`src/rtl/uart_tx_fifo_if.sv`:
```
// Write-side bundle of the buffered UART transmitter.
// master: producer pushing bytes; slave: the transmitter FIFO.
interface uart_tx_fifo_if #(
    parameter int AW = 4
);
    logic          i_WR_En;
    logic [7:0]    i_WR_Data;
    logic          o_Full;
    logic          o_Empty;
    logic [AW:0]   o_Count;
    logic          o_Ovf;

    modport master (
        output i_WR_En, i_WR_Data,
        input  o_Full, o_Empty, o_Count, o_Ovf
    );

    modport slave (
        input  i_WR_En, i_WR_Data,
        output o_Full, o_Empty, o_Count, o_Ovf
    );
endinterface

```
`src/rtl/uart_tx_fifo.sv`:
```
// Buffered UART byte transmitter: DEPTH-byte FIFO feeding an 8N1 serializer.
// Ports: clk, rst (async, active-high); i_TXD_Baud baud select (0..4, 5-7=115200);
//   wr (slave): i_WR_En/i_WR_Data write port, o_Full/o_Empty/o_Count/o_Ovf status;
//   o_TXD_Tx serial line, o_TXD_State frame busy, o_TXD_Done end-of-frame pulse.
// Optional macro UART_TX_PARITY_EN inserts an even-parity bit before stop.
module uart_tx_fifo #(
    parameter int CLK_FREQ = 50_000_000,
    parameter int DEPTH    = 16,
    parameter int AW       = 4
) (
    input  logic           clk,
    input  logic           rst,
    input  logic [2:0]     i_TXD_Baud,
    uart_tx_fifo_if.slave  wr,
    output logic           o_TXD_Tx,
    output logic           o_TXD_State,
    output logic           o_TXD_Done
);

    localparam logic [12:0] RLD0 = 13'(CLK_FREQ / 9600 - 1);
    localparam logic [12:0] RLD1 = 13'(CLK_FREQ / 19200 - 1);
    localparam logic [12:0] RLD2 = 13'(CLK_FREQ / 38400 - 1);
    localparam logic [12:0] RLD3 = 13'(CLK_FREQ / 57600 - 1);
    localparam logic [12:0] RLD4 = 13'(CLK_FREQ / 115200 - 1);
    localparam logic [AW:0] FULL_C = (AW + 1)'(DEPTH);

    typedef enum logic [2:0] {
        S_IDLE,
        S_START,
        S_DATA,
`ifdef UART_TX_PARITY_EN
        S_PARITY,
`endif
        S_STOP
    } state_t;

    // Bit period minus one for a baud code.
    function automatic logic [12:0] reload_of(input logic [2:0] code);
        logic [12:0] r;
        unique case (code)
            3'd0:    r = RLD0;
            3'd1:    r = RLD1;
            3'd2:    r = RLD2;
            3'd3:    r = RLD3;
            default: r = RLD4;
        endcase
        return r;
    endfunction

    // FIFO storage and pointers
    logic [7:0]    mem_q [DEPTH];
    logic [AW-1:0] wptr_q, wptr_d;
    logic [AW-1:0] rptr_q, rptr_d;
    logic [AW:0]   cnt_q, cnt_d;
    logic          full_q, full_d;
    logic          empty_q, empty_d;
    logic          ovf_q, ovf_d;
    logic          pop;
    logic          wr_acc;

    // Serializer state
    state_t        state_q;
    logic [7:0]    shift_q;
    logic [2:0]    baud_q;
    logic [12:0]   bcnt_q;
    logic [2:0]    idx_q;
    logic [2:0]    idx_nx;
    logic          tx_q;
    logic          busy_q;
    logic          done_q;
    logic [12:0]   reload;

    // Pop only when the count register already shows data, so a write
    // into an empty FIFO is sent on the following IDLE evaluation.
    assign pop    = (state_q == S_IDLE) && !empty_q;
    assign wr_acc = wr.i_WR_En && (!full_q || pop);
    assign idx_nx = idx_q + 3'd1;
    assign reload = reload_of(baud_q);

    always_comb begin
        wptr_d  = wptr_q;
        rptr_d  = rptr_q;
        cnt_d   = cnt_q;
        if (wr_acc) wptr_d = wptr_q + 1'b1;
        if (pop)    rptr_d = rptr_q + 1'b1;
        unique case ({wr_acc, pop})
            2'b10:   cnt_d = cnt_q + 1'b1;
            2'b01:   cnt_d = cnt_q - 1'b1;
            default: cnt_d = cnt_q;
        endcase
        full_d  = (cnt_d == FULL_C);
        empty_d = (cnt_d == '0);
        ovf_d   = wr.i_WR_En && full_q && !pop;
    end

    always_ff @(posedge clk or posedge rst) begin
        if (rst) begin
            wptr_q  <= '0;
            rptr_q  <= '0;
            cnt_q   <= '0;
            full_q  <= 1'b0;
            empty_q <= 1'b1;
            ovf_q   <= 1'b0;
        end else begin
            wptr_q  <= wptr_d;
            rptr_q  <= rptr_d;
            cnt_q   <= cnt_d;
            full_q  <= full_d;
            empty_q <= empty_d;
            ovf_q   <= ovf_d;
        end
    end

    // Storage needs no reset; pointers define what is valid.
    always_ff @(posedge clk) begin
        if (wr_acc) mem_q[wptr_q] <= wr.i_WR_Data;
    end

    always_ff @(posedge clk or posedge rst) begin
        if (rst) begin
            state_q <= S_IDLE;
            shift_q <= '0;
            baud_q  <= '0;
            bcnt_q  <= '0;
            idx_q   <= '0;
            tx_q    <= 1'b1;
            busy_q  <= 1'b0;
            done_q  <= 1'b0;
        end else begin
            done_q <= 1'b0;
            unique case (state_q)
                S_IDLE: begin
                    tx_q   <= 1'b1;
                    busy_q <= 1'b0;
                    if (!empty_q) begin
                        shift_q <= mem_q[rptr_q];
                        baud_q  <= i_TXD_Baud;
                        bcnt_q  <= reload_of(i_TXD_Baud);
                        tx_q    <= 1'b0;
                        busy_q  <= 1'b1;
                        state_q <= S_START;
                    end
                end
                S_START: begin
                    if (bcnt_q == '0) begin
                        bcnt_q  <= reload;
                        idx_q   <= '0;
                        tx_q    <= shift_q[0];
                        state_q <= S_DATA;
                    end else begin
                        bcnt_q <= bcnt_q - 1'b1;
                    end
                end
                S_DATA: begin
                    if (bcnt_q == '0) begin
                        bcnt_q <= reload;
                        if (idx_q == 3'd7) begin
`ifdef UART_TX_PARITY_EN
                            tx_q    <= ^shift_q;
                            state_q <= S_PARITY;
`else
                            tx_q    <= 1'b1;
                            state_q <= S_STOP;
`endif
                        end else begin
                            idx_q <= idx_nx;
                            tx_q  <= shift_q[idx_nx];
                        end
                    end else begin
                        bcnt_q <= bcnt_q - 1'b1;
                    end
                end
`ifdef UART_TX_PARITY_EN
                S_PARITY: begin
                    if (bcnt_q == '0) begin
                        bcnt_q  <= reload;
                        tx_q    <= 1'b1;
                        state_q <= S_STOP;
                    end else begin
                        bcnt_q <= bcnt_q - 1'b1;
                    end
                end
`endif
                S_STOP: begin
                    if (bcnt_q == '0) begin
                        tx_q    <= 1'b1;
                        busy_q  <= 1'b0;
                        done_q  <= 1'b1;
                        state_q <= S_IDLE;
                    end else begin
                        bcnt_q <= bcnt_q - 1'b1;
                    end
                end
                default: begin
                    tx_q    <= 1'b1;
                    busy_q  <= 1'b0;
                    state_q <= S_IDLE;
                end
            endcase
        end
    end

    assign wr.o_Full    = full_q;
    assign wr.o_Empty   = empty_q;
    assign wr.o_Count   = cnt_q;
    assign wr.o_Ovf     = ovf_q;
    assign o_TXD_Tx     = tx_q;
    assign o_TXD_State  = busy_q;
    assign o_TXD_Done   = done_q;

endmodule
```
`src/flat_wrapper.sv`:
```
// flat-port wrapper written by rule: the top's interface ports become plain ports
module uart_tx_fifo_flat 
#(
    parameter int CLK_FREQ = 50_000_000,
    parameter int DEPTH    = 16,
    parameter int AW       = 4
)
  (clk, rst, i_TXD_Baud, o_TXD_Tx, o_TXD_State, o_TXD_Done, wr_i_WR_En, wr_i_WR_Data, wr_o_Full, wr_o_Empty, wr_o_Count, wr_o_Ovf);
  uart_tx_fifo_if #(.AW(AW)) wr_i ();
  input  logic clk;
  input  logic rst;
  input  logic [2:0] i_TXD_Baud;
  output logic o_TXD_Tx;
  output logic o_TXD_State;
  output logic o_TXD_Done;
  input wire logic [$bits(wr_i.i_WR_En)-1:0] wr_i_WR_En;
  input wire logic [$bits(wr_i.i_WR_Data)-1:0] wr_i_WR_Data;
  output wire logic [$bits(wr_i.o_Full)-1:0] wr_o_Full;
  output wire logic [$bits(wr_i.o_Empty)-1:0] wr_o_Empty;
  output wire logic [$bits(wr_i.o_Count)-1:0] wr_o_Count;
  output wire logic [$bits(wr_i.o_Ovf)-1:0] wr_o_Ovf;
  assign wr_i.i_WR_En = wr_i_WR_En;
  assign wr_i.i_WR_Data = wr_i_WR_Data;
  assign wr_o_Full = wr_i.o_Full;
  assign wr_o_Empty = wr_i.o_Empty;
  assign wr_o_Count = wr_i.o_Count;
  assign wr_o_Ovf = wr_i.o_Ovf;
  uart_tx_fifo #(.CLK_FREQ(CLK_FREQ), .DEPTH(DEPTH), .AW(AW)) u_core (.clk(clk), .rst(rst), .i_TXD_Baud(i_TXD_Baud), .wr(wr_i), .o_TXD_Tx(o_TXD_Tx), .o_TXD_State(o_TXD_State), .o_TXD_Done(o_TXD_Done));
endmodule
```
`config.mk`:
```
export PLATFORM = sky130hd
export DESIGN_NAME = uart_tx_fifo_flat
export DESIGN_NICKNAME = d
export VERILOG_FILES = /design/src/rtl/uart_tx_fifo_if.sv /design/src/rtl/uart_tx_fifo.sv /design/src/flat_wrapper.sv
export SDC_FILE = /design/constraint.sdc
export NUM_CORES = 1
export LEC_CHECK = 0
export ABC_AREA = 0
export BUFFER_PORTS_ARGS = -buffer_cell sky130_fd_sc_hd__buf_2
export CELL_PAD_IN_SITES_DETAIL_PLACEMENT = 0
export CELL_PAD_IN_SITES_GLOBAL_PLACEMENT = 2
export CORE_MARGIN = 2
export CORE_UTILIZATION = 40
export CTS_BUF_LIST = sky130_fd_sc_hd__clkbuf_4 sky130_fd_sc_hd__clkbuf_8 sky130_fd_sc_hd__clkbuf_16
export DETAILED_ROUTE_END_ITERATION = 8
export PLACE_DENSITY_LB_ADDON = 0.1
export SLEW_MARGIN = 25
export SYNTH_ARGS = -nofsm -noshare
export SYNTH_HDL_FRONTEND = slang
export SYNTH_SLANG_ARGS = --single-unit
```
`constraint.sdc`:
```
create_clock -name clk -period 6.15 [get_ports clk]
set_clock_uncertainty 0.1 [all_clocks]
set_input_delay 0.3075 -clock clk [delete_from_list [all_inputs] [get_ports clk]]
set_output_delay 0.3075 -clock clk [all_outputs]
set_load 0.02 [all_outputs]
```
==> impl_metrics.ini, run 1 <==
[run_status]
run_status = completed

[clocking]
htree_num_levels = 4
clock_insertion_delay_worst_skew_ns = 0.44
clock-root-buffer = sky130_fd_sc_hd__clkbuf_16
cts_tree = yes
clock_tree.buffer_depth = 2
clk_pin_slew_ns = 0.08
cts.sinks = 176
number_of_buffers_created_by_cts = 17
postCtsSetupBuffers = 0

[drt]
wire_per_inst_um = 22.0
drt-total-wl_um = 18100
via_per_inst = 5.59
via_count = 4604
wirelength_met1_um = 8750
met2_wl_um = 8650
firstDrtPassIters = 4
top_layer = met4
route.met3.wl_um = 544
detail_route.drc_violations = 0
antenna_violating_nets_post_route = 0
first_iter_violations = 322

[global_routing]
overflow = 0
grt_first_pass_wirelength_um = 28300
first_global_vias = 4696
antenna_found_initial = 0
largest_net_degree_at_the_start_of_global_routing = 49
grt_usage_pct = 17.8

[setup_path]
worstPathRequired_ns = 6.40
critical_path_class = reg -> reg
reg2reg_from = u_core.state_q[0]
critical_path_sink_type = register
critPathLaunchType = register
startpoint = u_core.state_q[0]
worstSetupEndpoint = u_core.wr.o_Full
r2r_setup_slack_ns = 1.83
worst-path-max-fanout = 25
critical_path.reg2reg.endpoint = u_core.wr.o_Full
worst_ep_arrival_time_ns = 4.56
r2r_cells = 14

[place]
preCtsSetupSlack_ns = 1.91
dpl.hpwl_um = 11900
port_buffers = 24
gp_routability_congestion = 0.767
numPlacedInstances = 791

[power]
static-leakage-power_nw = 3.22
cellPowerDensity_nw_per_um2 = 508
ir_worst_vdd_uv = 208

[sta]
fin_ws_ns = 1.83
fin_crit_ns = 4.32
timing.final.hold_violations = 0
final.period_utilization_pct = 70.2
finalSetupViolations = 0
fmax_ghz = 0.232
finalMaxSlewViolations = 0
worstMarginPinSlew_ns = 1.00
rsz0062_at_grt = no
max_slew_margin_pct = 33.1
setup-tns-final_ns = 0

[layout]
post_layout_nonfiller_instances = 824
final_net_count = 577
syn2layout_area_growth_pct = 11.5
diodes = 0
ratio_of_cells_with_drive_above_1_in_the_final_layout_pct = 22.4

[floorplan]
die_w_um = 146
effective_utilization_at_floorplan_pct = 41.0
die_h_um = 146
die_footprint_um2 = 21300
boundaryPins = 25
placeableCoreArea_um2 = 19700
fp-row-count = 51

[yosys]
mappedNetlistNets = 564
synth_enable_flop_cells = 128
cell_variety_after_synth = 68
synthArstFlopShare_pct = 27.3
synthFlopType = sky130_fd_sc_hd__edfxtp_1
syn-mean-instance-area_um2 = 15.1
synth.yosys.warnings = 0
synth_sequential_area_ratio_pct = 62.6
ys_ff_latch = 176
synth_cells = 533
synth_area_um2 = 8070

[job]
max_cap_violations = 0

[min_path]
hold_path_class = in -> reg
placed cells by master (no fill, tap or decap), types with 12 or more instances in the layout:
cell,Yosys,layout
sky130_fd_sc_hd__inv_1,13,12
sky130_fd_sc_hd__mux2_2,13,13
sky130_fd_sc_hd__ha_1,17,17
sky130_fd_sc_hd__a21oi_1,18,18
sky130_fd_sc_hd__nor3_1,21,21
sky130_fd_sc_hd__dfrtp_1,46,45
sky130_fd_sc_hd__buf_2,9,24
sky130_fd_sc_hd__nand2_1,22,22
sky130_fd_sc_hd__mux4_2,34,34
sky130_fd_sc_hd__o21ai_0,20,20
sky130_fd_sc_hd__clkbuf_16,0,17
sky130_fd_sc_hd__edfxtp_1,128,128
sky130_fd_sc_hd__and2_1,13,13
sky130_fd_sc_hd__nor2_1,13,13
sky130_fd_sc_hd__mux2i_1,15,15
cell usage after synthesis (6+ instances only):
master,number,share of area [%]
sky130_fd_sc_hd__clkbuf_1,20,0.93
sky130_fd_sc_hd__dfrtp_1,46,14
sky130_fd_sc_hd__nor3_1,21,1.3
sky130_fd_sc_hd__ha_1,17,2.6
sky130_fd_sc_hd__xor2_1,9,0.98
sky130_fd_sc_hd__edfxtp_1,128,48
sky130_fd_sc_hd__and2_1,13,1.0
sky130_fd_sc_hd__mux2i_1,15,1.9
sky130_fd_sc_hd__buf_2,9,0.56
sky130_fd_sc_hd__mux2_2,13,1.8
sky130_fd_sc_hd__a221o_1,8,0.99
sky130_fd_sc_hd__xnor2_1,9,0.98
sky130_fd_sc_hd__mux4_2,34,9.5
sky130_fd_sc_hd__nand2_1,22,1.0
sky130_fd_sc_hd__a211oi_1,6,0.56
sky130_fd_sc_hd__nor2_1,13,0.60
sky130_fd_sc_hd__a21oi_1,18,1.1
sky130_fd_sc_hd__o21ai_0,20,1.2
sky130_fd_sc_hd__nand2b_1,6,0.47
sky130_fd_sc_hd__inv_1,13,0.60
registers in the layout (all words and copies together) (netlist names), 2 cells and up:
register / count
u_core.bcnt_q: 13
u_core.wr.o_Count: 5
u_core.wptr_q: 4
u_core.idx_q: 3
u_core.baud_q: 3
u_core.rptr_q: 4
u_core.shift_q: 8
u_core.state_q: 2
u_core.mem_q: 128
layout make-up:
cell class                 count  area [µm²]
fill                        1779       10700
clock buffer                  17         425
multi-input combinational    308        2800
tap                          265         332
sequential                   176        5050
clock inverter                15         180
inverter                      14        52.6
timing repair buffer          29         160
critical path: stages (launching register included):
cell and delay (ns):
sky130_fd_sc_hd__dfrtp_1 0.41, sky130_fd_sc_hd__inv_1 0.13, sky130_fd_sc_hd__ha_1 0.30, sky130_fd_sc_hd__nand2b_1 0.53, sky130_fd_sc_hd__a21boi_0 0.43, sky130_fd_sc_hd__buf_4 0.22, sky130_fd_sc_hd__inv_1 0.10, sky130_fd_sc_hd__ha_1 0.33
sky130_fd_sc_hd__xor2_1 0.20, sky130_fd_sc_hd__ha_1 0.23, sky130_fd_sc_hd__or3b_2 0.45, sky130_fd_sc_hd__a211oi_1 0.24, sky130_fd_sc_hd__o21bai_1 0.10, sky130_fd_sc_hd__xnor2_1 0.22, sky130_fd_sc_hd__nor3b_1 0.24
how the worst min path moves through the flow:
stage | from | to | slack (ns) | depth (start not counted)
after global placement | u_core.shift_q[3] | u_core.shift_q[3] | 0.40 | 1
after detailed placement | u_core.shift_q[2] | u_core.shift_q[2] | 0.40 | 1
after global routing | i_TXD_Baud[2] | u_core.baud_q[2] | 0.03 | 3
after CTS | i_TXD_Baud[2] | u_core.baud_q[2] | 0.02 | 3
final | i_TXD_Baud[2] | u_core.baud_q[2] | 0.05 | 3
after floorplan | wr_i_WR_Data[0] | u_core.mem_q[0][0] | 0.31 | 0
per-stage QoR:
| step | total power [mW] | area, µm² | util [%] | hold WS, ns |
|---|---|---|---|---|
| finish | 4.57 | 8990 | 45.8 | 0.0487 |
| global route | 4.86 | 8990 | 45.8 | 0.0288 |
| CTS | 4.62 | 8990 | 45.8 | 0.0204 |
| detailed placement | 3.51 | 8380 | 42.6 | 0.402 |
| global placement | 3.50 | 8380 | 42.6 | 0.395 |
| floorplan | 3.07 | 8070 | - | 0.306 |
report_power, final:
part	internal (mW)	switching (mW)	total [mW]
combinational	0.763	0.960	1.72
clock	0.555	0.538	1.09
sequential	1.52	0.234	1.75
total	2.83	1.73	4.57
layer usage:
layer	GRT usage, %	vias to the layer above
met5	0	-
met4	4.95	0
met3	3.22	16
met2	28.3	96
met1	25.5	2369
li1	-	2123
timing repair:
item | 4_1_cts | 5_1_grt
hold buffers | 1 | 0
resized for setup | 0 | 0
endpoints found under the hold margin | 46 | 0
cell families after synthesis:
family / Yosys count / share of synthesized area, %
buffers and inverters: 49 / 2.79
muxes: 63 / 13.3
adders and majority gates: 17 / 2.64
DFF: 176 / 62.6
and+or+nand+nor: 118 / 8.62
xor gates and xnor gates: 18 / 1.95
AOI/OAI and AO/OA: 92 / 8.13
(Power assumes the default switching activity.)
==> run 2, diff against run 1 <==
==> constraint.sdc (replaced) <==
create_clock -name clk -period 4.5 [get_ports clk]
set_clock_uncertainty 0.1 [all_clocks]
set_input_delay 0.225 -clock clk [delete_from_list [all_inputs] [get_ports clk]]
set_output_delay 0.225 -clock clk [all_outputs]
set_load 0.02 [all_outputs]
==> impl_metrics.ini, run 2 (synthesized netlist as in run 1, its figures left out) <==
[layout]
layout_top_registers = u_core.mem_q (128), u_core.bcnt_q (13), u_core.shift_q (8)
top_register = u_core.mem_q
final_net_count = 579
total_of_fill_cells_in_the_finished_design = 1750
fraction_of_the_core_area_covered_by_cells_at_the_end_of_the_flow_pct = 46.1
diodes = 0
ratio_of_cells_with_drive_above_1_in_the_final_layout_pct = 22.3
syn2layout_area_growth_pct = 12.3
layout.cells.most_common_list = sky130_fd_sc_hd__edfxtp_1, sky130_fd_sc_hd__dfrtp_1, sky130_fd_sc_hd__mux4_2
layout.cells.most_common = sky130_fd_sc_hd__edfxtp_1
flip_flop_count_of_the_largest_register_after_layout = 128

[drt]
firstDrtPassIters = 5
detail_route.drc_violations = 0
wire_per_inst_um = 21.8
drt-total-wl_um = 18000
antenna_violating_nets_post_route = 0
via_count = 4566
via_per_inst = 5.53
first_iter_violations = 449

[global_routing]
largest_net_degree_at_the_start_of_global_routing = 49
grt_first_pass_wirelength_um = 28600
overflow = 0
m2_gr_usage_pct = 28.2
antenna_found_initial = 0
global_route_met1_usage_pct = 25.3
met3_usage_pct = 3.56
grt_busiest_layer = met2
first_global_vias = 4742
grt_usage_pct = 17.9

[power]
power_frac_clock_pct = 25.5
power.net_switching_mw = 2.31
sequential_group_share_of_total_power_pct = 38.4
ir_worst_vdd_uv = 311
static-leakage-power_nw = 3.25
cellPowerDensity_nw_per_um2 = 704
share_comb_of_total_power_pct = 36.1
internal_power_contribution_mw = 4.08
sw_frac_of_total_pct = 36.1

[clocking]
clock-root-buffer = sky130_fd_sc_hd__clkbuf_16
clock_insertion_delay_worst_skew_ns = 0.43
htree_num_levels = 4
clock_tree.buffer_depth = 2
cts_tree = yes
cts.sinks = 176
clk_pin_slew_ns = 0.07
number_of_buffers_created_by_cts = 17

[place]
dpl.hpwl_um = 11900
preCtsSetupSlack_ns = 0.842
gp_routability_congestion = 0.763
port_buffers = 24

[sta]
worstMarginPinSlew_ns = 1.00
final.period_utilization_pct = 83.2
setup-tns-final_ns = 0
rsz0062_at_grt = no
fmax_ghz = 0.267
finalMaxSlewViolations = 0
fin_ws_ns = 0.755
timing.final.hold_violations = 0
finalSetupViolations = 0
max_slew_margin_pct = 33.0
fin_crit_ns = 3.75

[setup_path]
r2r_setup_slack_ns = 0.75
critical_path_class = reg -> reg
critical_path_sink_type = register
r2r_cells = 14
worst_ep_arrival_time_ns = 3.98
critical_path.reg2reg.endpoint = u_core.wr.o_Full
critPathLaunchType = register
reg2reg_from = u_core.state_q[0]
worstPathRequired_ns = 4.73
startpoint = u_core.state_q[0]
worst-path-max-fanout = 11
worstSetupEndpoint = u_core.wr.o_Full

[min_path]
hold_path_class = in -> reg

[floorplan]
die_h_um = 146
effective_utilization_at_floorplan_pct = 41.0
placeableCoreArea_um2 = 19700
die_w_um = 146
boundaryPins = 25
fp-row-count = 51
die_footprint_um2 = 21300

[job]
max_cap_violations = 0

[run_status]
run_status = completed
==> run 2: final cells by class <==
class | instances | area (µm²) | area share (%)
inverter | 14 | 55.1 | 0.608
clock inverter | 15 | 225 | 2.49
multi-input combinational | 308 | 2800 | 30.8
timing repair buffer | 31 | 180 | 1.99
sequential | 176 | 5050 | 55.7
tap | 265 | 332 | 3.66
clock buffer | 17 | 425 | 4.69
==> run 2: metal layers <==
layer	part of all wire, %	wire (µm)
met1	46	8290
met4	1.5	262
met5	0	0
met2	48	8730
met3	4.1	741
==> run 2: worst min-delay path by stage <==
stage                                from            endpoint  slack (ns)  depth (start not counted)
final                          wr_i_WR_En     u_core.wr.o_Ovf        0.07                          2
after global placement    u_core.idx_q[1]     u_core.idx_q[1]        0.39                          2
after global routing           wr_i_WR_En     u_core.wr.o_Ovf        0.04                          2
after CTS                      wr_i_WR_En     u_core.wr.o_Ovf        0.04                          2
after detailed placement              rst    u_core.bcnt_q[7]        0.26                          2
after floorplan           wr_i_WR_Data[0]  u_core.mem_q[0][0]        0.22                          0
==> run 2: repair_timing <==
action,in CTS,in global routing
resized for setup,0,0
hold buffers,3,0
endpoints found under the hold margin,48,0
setup buffers,0,0
==> run 2: power groups by stage <==
| stage | registers, mW | logic (mW) | clock network (mW) |
|---|---|---|---|
| 6_report | 2.45 | 2.30 | 1.62 |
| 5_1_grt | 2.51 | 2.54 | 1.72 |
| 4_1_cts | 2.46 | 2.34 | 1.66 |
| 3_5_place_dp | 2.49 | 2.32 | 0 |
| 3_3_place_gp | 2.48 | 2.30 | 0 |
| 2_1_floorplan | 2.32 | 1.87 | 0 |
==> run 2: per-stage QoR <==
| step | cell area [µm²] | cells | power [mW] | hold WS (ns) |
|---|---|---|---|---|
| 4_1_cts | 9060 | 826 | 6.45 | 0.0398 |
| 6_report | 9060 | 826 | 6.38 | 0.0743 |
| 3_3_place_gp | 8380 | 791 | 4.78 | 0.394 |
| 5_1_grt | 9060 | 826 | 6.78 | 0.0432 |
| 2_1_floorplan | 8070 | 533 | 4.19 | 0.224 |
| 3_5_place_dp | 8380 | 791 | 4.81 | 0.260 |
==> run 2: critical path: stages (launching register included) <==
cell	delay, ns
sky130_fd_sc_hd__dfrtp_1	0.40
sky130_fd_sc_hd__inv_1	0.13
sky130_fd_sc_hd__ha_1	0.32
sky130_fd_sc_hd__nand2b_1	0.11
sky130_fd_sc_hd__a21boi_0	0.28
sky130_fd_sc_hd__buf_4	0.23
sky130_fd_sc_hd__inv_1	0.10
sky130_fd_sc_hd__ha_1	0.32
sky130_fd_sc_hd__xor2_1	0.20
sky130_fd_sc_hd__ha_1	0.23
sky130_fd_sc_hd__or3b_2	0.44
sky130_fd_sc_hd__a211oi_1	0.24
sky130_fd_sc_hd__o21bai_1	0.10
sky130_fd_sc_hd__xnor2_1	0.22
sky130_fd_sc_hd__nor3b_1	0.23
